==> config.mk <==
export PLATFORM = sky130hd
export DESIGN_NAME = crossbar_scheduler
export DESIGN_NICKNAME = d
export VERILOG_FILES = /design/src/rtl/crossbar_scheduler.sv
export SDC_FILE = /design/constraint.sdc
export NUM_CORES = 1
export LEC_CHECK = 0
export ABC_AREA = 1
export BUFFER_PORTS_ARGS = -buffer_cell sky130_fd_sc_hd__clkbuf_2
export CAP_MARGIN = 5
export CELL_PAD_IN_SITES_DETAIL_PLACEMENT = 1
export CELL_PAD_IN_SITES_GLOBAL_PLACEMENT = 1
export CORE_MARGIN = 3
export CORE_UTILIZATION = 38
export CTS_CLUSTER_SIZE = 28
export DETAILED_ROUTE_END_ITERATION = 10
export PLACE_DENSITY_LB_ADDON = 0.1
export SYNTH_ARGS = -nofsm -noshare
export SYNTH_HDL_FRONTEND = slang
export SYNTH_SLANG_ARGS = --single-unit
==> constraint.sdc <==
create_clock -name clk -period 58 [get_ports clk]
set_input_delay 11.6 -clock clk [delete_from_list [all_inputs] [get_ports clk]]
set_output_delay 11.6 -clock clk [all_outputs]
set_load 0.01 [all_outputs]
==> src/rtl/crossbar_scheduler.sv <==
// Crossbar scheduler: per-output round-robin matching of input requests, held for a fixed slot.
// Optional CROSSBAR_SCHED_SHIFT_ONLY_EN restricts each slot's matching to a single rotation.
//
// state | meaning
// IDLE  | no slot in progress, waiting for any request
// ARB   | one cycle: matching computed, registered on exit
// CONN  | connections driven for SLOT_CYCLES cycles
module crossbar_scheduler #(
  parameter int N           = 8,
  parameter int SLOT_CYCLES = 4,
  localparam int W  = $clog2(N),
  localparam int CW = (SLOT_CYCLES > 1) ? $clog2(SLOT_CYCLES) : 1
) (
  input  logic                clk,
  input  logic                rst_n,
  input  logic [N-1:0]        req_valid,
  input  logic [N-1:0][W-1:0] req_dst,
  output logic [N-1:0]        grant,
  output logic [N-1:0][W-1:0] input_sel,
  output logic [N-1:0]        output_enable,
  output logic                slot_active
);

  typedef enum logic [1:0] {IDLE, ARB, CONN} state_t;

  state_t              state, state_nxt;
  logic [CW-1:0]       slot_cnt;
  logic                slot_last;
  logic [N-1:0][W-1:0] ptr;

  logic [N-1:0]        m_en;
  logic [N-1:0]        m_grant;
  logic [N-1:0][W-1:0] m_sel;
  logic [N-1:0]        taken;
  logic                found;
  logic                elig;
  logic [W-1:0]        idx;
`ifdef CROSSBAR_SCHED_SHIFT_ONLY_EN
  logic                anchored;
  logic [W-1:0]        shift_s;
`endif

  assign slot_last = (slot_cnt == CW'(SLOT_CYCLES - 1));

  always_ff @(posedge clk) begin
    if (!rst_n) state <= IDLE;
    else        state <= state_nxt;
  end

  always_comb begin
    state_nxt = state;
    case (state)
      IDLE:    if (|req_valid) state_nxt = ARB;
      ARB:     state_nxt = CONN;
      CONN:    if (slot_last) state_nxt = (|req_valid) ? ARB : IDLE;
      default: state_nxt = IDLE;
    endcase
  end

  // Outputs claim inputs in ascending order; each scans from its own RR pointer.
  always_comb begin
    m_en    = '0;
    m_grant = '0;
    m_sel   = '0;
    taken   = '0;
    found   = 1'b0;
    elig    = 1'b0;
    idx     = '0;
`ifdef CROSSBAR_SCHED_SHIFT_ONLY_EN
    anchored = 1'b0;
    shift_s  = '0;
`endif
    for (int o = 0; o < N; o++) begin
      found = 1'b0;
      for (int k = 0; k < N; k++) begin
        idx  = ptr[o] + W'(k);
        elig = 1'b1;
`ifdef CROSSBAR_SCHED_SHIFT_ONLY_EN
        elig = !anchored || ((W'(o) - idx) == shift_s);
`endif
        if (!found && req_valid[idx] && (req_dst[idx] == W'(o)) && !taken[idx] && elig) begin
          found        = 1'b1;
          taken[idx]   = 1'b1;
          m_en[o]      = 1'b1;
          m_sel[o]     = idx;
          m_grant[idx] = 1'b1;
`ifdef CROSSBAR_SCHED_SHIFT_ONLY_EN
          if (!anchored) begin
            anchored = 1'b1;
            shift_s  = W'(o) - idx;
          end
`endif
        end
      end
    end
  end

  always_ff @(posedge clk) begin
    if (!rst_n) begin
      grant         <= '0;
      input_sel     <= '0;
      output_enable <= '0;
      slot_active   <= 1'b0;
      slot_cnt      <= '0;
      ptr           <= '0;
    end else begin
      grant <= '0;
      case (state)
        ARB: begin
          grant         <= m_grant;
          input_sel     <= m_sel;
          output_enable <= m_en;
          slot_active   <= 1'b1;
          slot_cnt      <= '0;
          for (int o = 0; o < N; o++) begin
            if (m_en[o]) ptr[o] <= m_sel[o] + W'(1);
          end
        end
        CONN: begin
          if (slot_last) begin
            slot_cnt      <= '0;
            output_enable <= '0;
            slot_active   <= 1'b0;
          end else begin
            slot_cnt <= slot_cnt + CW'(1);
          end
        end
        default: ;
      endcase
    end
  end

endmodule

==> flow_summary_export.csv, run 1 <==
group,metric,value,unit
die,ios,75,
clock_network,clock_sinks,69,
layout,fin_cells,5008,
drt,wirelength,118000,um
critical_path,r2r_start,"ptr[0]$_SDFFE_PN0P_",
layout,nets,4254,
yosys,synth_flop_cell,"dfxtp_1",
clock_network,cts-buffers-inserted,9,
critical_path,rrSetupSlack,29480,ps
critical_path,path_max_fanout,12,
sta,finalHoldViolCount,0,
placed_design,io_buffers,74,
global_route,grt_overflow,0,
worst_hold_path,min_to,"input_sel[0]$_SDFFE_PN0P_",
drt,vias,29280,
sta,drv_slew,0,
drt,drc,0,
clock_network,cts_resized,0,
die,die_h,259,um
run_status,status,"finished, final reports clean",
yosys,synth_fp_nets,4320,
yosys,async_reset_ff_share,0,%
global_route,grt_usage,34.5,%
die,num_rows,92,
critical_path,crit_arrival,38420,ps
sta,fin_tns_setup,0,ps
yosys,synth-seq-area-share,5.67,%
sta,worst_pin_slew,1270,ps
critical_path,critPathRequiredTime,58260,ps
clock_network,cts_setup_buffers,0,
die,die-area,67100,um2
critical_path,rr_worst_depth,192,
placed_design,dp.cells,4991,
sta,setup_violations,0,
drt,dr.pass1.iters,5,
yosys,ys_ff_latch,69,
yosys,synthCells,4222,
layout,layout-drive-gt1-share,15.6,%
drt,wl_per_cell,23.7,um
placed_design,hpwl,92900,um
sta,slew_headroom,14.9,%
sta,rsz0062_at_grt,"no",
critical_path,path_class,"in2reg",
critical_path,worstSetupEndpointType,"flip-flop",
flow_run,cap_violations,0,
critical_path,cp-start-kind,"input port",
yosys,syn_area,24300,um2
clock_network,cts_max_level,3,
global_route,grt_max_degree,81,
sta,post-route-min-period,38160,ps
global_route,antenna_found_initial,2,
drt,drt_iter0_drc,2636,
yosys,synth_cell_types,85,
die,start_util,38.5,%
critical_path,cp_common_cell,"nand2_1",
yosys,synth_edf_count,0,
worst_hold_path,min_path_cells,2,
worst_hold_path,hold_start,"input_sel[0]$_SDFFE_PN0P_",
die,die_w,259,um
placed_design,gp_congestion,1.02,
critical_path,cp_top_family,"simple AND/OR/NAND/NOR gates",
layout,area_growth,-0.118,%
die,coreArea,63200,um2
layout,final_cell_mix,"1119 x nand2_1, 531 x nand3_1, 524 x inv_1, 280 x nor2_1, 214 x o21ai_0",
clock_network,clock_latency,410,ps
layout,layout.cells.most_common,"nand2_1",
clock_network,cts_root_buf,"clkbuf_16",
critical_path,worst_path_largest_cell_delay,540,ps
sta,finalCritPeriodShare,65.8,%
critical_path,crit_buf_inv,11,
critical_path,critPathSlowestCell,"nor2_2",
sta,fmax,0.0262,GHz
yosys,yosys_warnings,0,
clock_network,clockBufferDepth,2,
clock_network,cts_tree,"built",
global_route,grt_pass1_wl,179000,um
yosys,avgSynthCellArea,5.77,um2
worst_hold_path,hold_path_class,"reg2reg",
clock_network,hold_buffers,0,
drt,ant_nets,0,
sta,fin_worst_skew,24.7,ps
drt,routed_via_density,5.85,
critical_path,reg2reg_to,"output_enable[7]$_SDFFE_PN0P_",
clock_network,path_clk_slew,60,ps
global_route,grt_pass1_vias,28283,
==> through the flow <==
step / cell area, um2 / util, % / hold slack, ps / setup slack [ps]
global route: 24300 / 38.5 / 521 / 17410
floorplan: 24300 / - / 459 / 26410
finish: 24300 / 38.5 / 489 / 19840
CTS: 24300 / 38.5 / 491 / 20410
global placement: 23900 / 37.9 / 469 / 20110
detailed placement: 23900 / 37.9 / 472 / 20090
==> how the worst max path moves through the flow <==
stage	endpoint	start	slack [ps]	cells after the start
4_1_cts	output_enable[7]$_SDFFE_PN0P_	req_dst[14]	20410	198
5_1_grt	ptr[22]$_SDFFE_PN0P_	req_dst[3]	17410	208
3_5_place_dp	output_enable[7]$_SDFFE_PN0P_	req_dst[14]	20090	196
6_report	output_enable[7]$_SDFFE_PN0P_	req_dst[14]	19840	195
2_1_floorplan	ptr[23]$_SDFFE_PN0P_	req_dst[0]	26410	200
3_3_place_gp	ptr[22]$_SDFFE_PN0P_	req_dst[14]	20110	198
==> tightest hold or removal path: stages (launching register included) <==
cell and delay (ps):
dfxtp_1 330, o211ai_1 80, inv_1 50
==> cell usage after synthesis, drive strengths merged (19+ instances only) <==
cell type     n  share of area (%)
or2          22               0.58
nor2        359                7.3
clkbuf      119                5.7
o21bai       46                1.5
inv         576                9.1
clkinv       25               0.39
buf          64                2.8
dfxtp        69                5.7
nand3       627                 15
o211ai       39                1.2
a21oi       171                3.9
nand4       134                3.5
o21ai       238                5.0
nor3        148                3.4
ha           64                3.3
nand3b       19               0.59
nand2      1328                 25
==> kinds of logic after synthesis <==
| group | share of synthesized area, % |
|---|---|
| XOR/XNOR | 0.252 |
| AND/OR/NAND/NOR | 55.9 |
| AO/OA/AOI/OAI | 16.2 |
| buffers and inverters | 18.3 |
| flip-flops | 5.67 |
| multiplexers | 0.370 |
| adder cells (fa/ha/maj) | 3.29 |
==> per-layer routing <==
layer  GRT usage (%)  share of wire [%]  vias up
met3            6.92                8.1      228
met4            11.2                3.3        0
met2            54.0                 43     1133
met5               0                  0        -
met1            47.1                 45    14073
li1                -                  -    13846
==> registers in the layout, indices dropped and copies added, names as in the netlist <==
signal	count
input_sel	24
ptr	24
grant	8
output_enable	8
slot_cnt	2
state	2
slot_active	1
==> layout make-up <==
| cell class | count | area, um2 |
|---|---|---|
| multi-input cells | 3364 | 18500 |
| repair buffers | 109 | 633 |
| flip-flops and latches | 69 | 1390 |
| clock buffers | 9 | 225 |
| inverters | 603 | 2340 |
| diodes | 1 | 2.50 |
| well taps | 846 | 1060 |
| clock inverters | 7 | 146 |
| fillers | 8913 | 38900 |
Power of run 1 is left out: the tool's default activity adds up to more than one toggle a clock period on the data nets, which glitch-free logic cannot reach.
==> run 2: changes to the inputs <==
Clock period 58 ns to 34.4 ns, I/O delays scaled along.
==> run 2 against run 1 <==
Against the previous run: cell area is 1.4% higher; global-route usage fell by 0.22 points; register-to-register slack worse by 23000 ps; die area stayed put; critical path depth is 5 higher; critical endpoint is now ptr[23]$_SDFFE_PN0P_; highest routed layer unchanged.
==> flow_summary_export.csv, run 2 (same netlist as run 1, synthesis figures left out) <==
group,metric,value,unit
run_status,status,"finished, final reports clean",
critical_path,worstSetupEndpointType,"flip-flop",
placed_design,dp.cells,4993,
clock_network,clockBufferDepth,2,
placed_design,pre_cts_ws,992,ps
sta,post-route-min-period,32330,ps
global_route,grt_pass1_wl,178000,um
clock_network,path_clk_slew,90,ps
placed_design,hpwl,92000,um
placed_design,io_buffers,74,
clock_network,cts-buffers-inserted,9,
worst_hold_path,min_to,"slot_cnt[0]$_SDFFE_PN0P_",
layout,nets,4285,
clock_network,cts_max_level,3,
critical_path,reg2reg_to,"ptr[23]$_SDFFE_PN0P_",
placed_design,dpl_cell_area,24000,um2
global_route,grt_overflow,0,
placed_design,gp_congestion,1.02,
layout,layout.cells.most_common,"nand2_1",
clock_network,cts_root_buf,"clkbuf_16",
die,coreArea,63200,um2
critical_path,path_max_fanout,12,
sta,finalHoldViolCount,0,
sta,holdWs,496,ps
drt,wirelength,118000,um
layout,layout-drive-gt1-share,16.7,%
drt,wl_per_cell,23.5,um
layout,top_regs,"input_sel (24), ptr (24)",
layout,area_growth,1.32,%
critical_path,cp-start-kind,"input port",
critical_path,cp_common_cell,"nand3_1",
global_route,antenna_found_initial,1,
worst_hold_path,hold_start,"slot_cnt[0]$_SDFFE_PN0P_",
worst_hold_path,hold_path_class,"reg2reg",
worst_hold_path,min_path_cells,2,
critical_path,rr_worst_depth,204,
clock_network,cts_tree,"built",
die,ios,75,
global_route,grt_max_degree,81,
drt,routed_via_density,5.83,
die,die_w,259,um
sta,setup_violations,0,
flow_run,cap_violations,0,
die,start_util,38.5,%
critical_path,cp_top_family,"simple AND/OR/NAND/NOR gates",
drt,dr.pass1.iters,6,
critical_path,path_class,"in2reg",
critical_path,r2r_start,"ptr[0]$_SDFFE_PN0P_",
die,die-area,67100,um2
clock_network,clock_latency,400,ps
drt,vias,29396,
sta,slew_headroom,16.8,%
layout,fin_cells,5039,
drt,drt_iter0_drc,2804,
sta,worst_pin_slew,1250,ps
critical_path,rrSetupSlack,6910,ps
die,die_h,259,um
critical_path,critPathRequiredTime,34710,ps
sta,fmax,0.0309,GHz
clock_network,clock_sinks,69,
sta,fin_ws,2070,ps
global_route,grt_pass1_vias,28076,
sta,drv_slew,0,
critical_path,worst_path_largest_cell_delay,310,ps
sta,finalCritPeriodShare,94.0,%
layout,final_cell_mix,"1119 x nand2_1, 530 x nand3_1, 521 x inv_1, 277 x nor2_1, 214 x o21ai_0",
global_route,grt_usage,34.2,%
critical_path,crit_buf_inv,12,
critical_path,crit_arrival,32640,ps
die,num_rows,92,
critical_path,cp.depth,200,
critical_path,critPathSlowestCell,"a21boi_4",
layout,design_area,24700,um2
sta,fin_worst_skew,19.6,ps
drt,drc,0,
drt,ant_nets,0,
## run 2: changes by cell type in the layout (fill, tap and decap cells not counted), moves of 4 or more
| cell | before | now |
|---|---|---|
| o21bai_2 | 3 | 9 |
| buf_4 | 35 | 63 |
| o21bai_1 | 43 | 34 |
| a21oi_2 | 11 | 15 |
| a21oi_1 | 156 | 151 |
## run 2: layout make-up
type	count	area, um2
Timing Repair Buffer	137	843
Clock inverter	6	93.8
Multi-Input combinational cell	3367	18700
Tap cell	846	1060
Antenna cell	1	2.50
Sequential cell	69	1390
Inverter	603	2350
Clock buffer	10	239
Fill cell	8913	38500
## run 2: how the worst max path moves through the flow
stage / startpoint / to / slack [ps]
4_1_cts: req_dst[23] / output_enable[7]$_SDFFE_PN0P_ / 1330
2_1_floorplan: req_dst[0] / ptr[23]$_SDFFE_PN0P_ / 7530
5_1_grt: req_dst[23] / ptr[23]$_SDFFE_PN0P_ / -40
6_report: req_dst[23] / ptr[23]$_SDFFE_PN0P_ / 2070
3_5_place_dp: req_dst[23] / ptr[23]$_SDFFE_PN0P_ / 990
3_3_place_gp: req_dst[23] / ptr[21]$_SDFFE_PN0P_ / 1110
## run 2: through the flow
stage               utilization, %  TNS (ps)
finish                        39.0         0
global route                  39.0     -50.9
CTS                           38.4         0
detailed placement            37.9         0
global placement              37.9         0
floorplan                        -         0
## run 2: per-layer routing
layer,routed length [um],track usage (%),up-vias
li1,-,-,13904
met1,54000,48.0,14061
met2,51300,53.4,1214
met3,9170,5.81,217
met4,3770,10.1,0
met5,0,0,-
## run 2: repair_timing
action | in CTS | in global routing
hold buffers | 0 | 0
resized for setup | 0 | 38
hold endpoints to repair | 0 | 0
endpoints found under the setup margin | 0 | 15
setup buffers | 0 | 26
## run 2: worst register-to-register path, delay by kind of cell, from the launching register on
kind / cells / cell delay, ps
AOI/OAI and AO/OA: 14 / 3070
buffers and inverters: 14 / 2500
and+or+nand+nor: 175 / 20660
DFF: 1 / 310
adders and majority gates: 1 / 900
Power of run 2 is left out for the same reason.
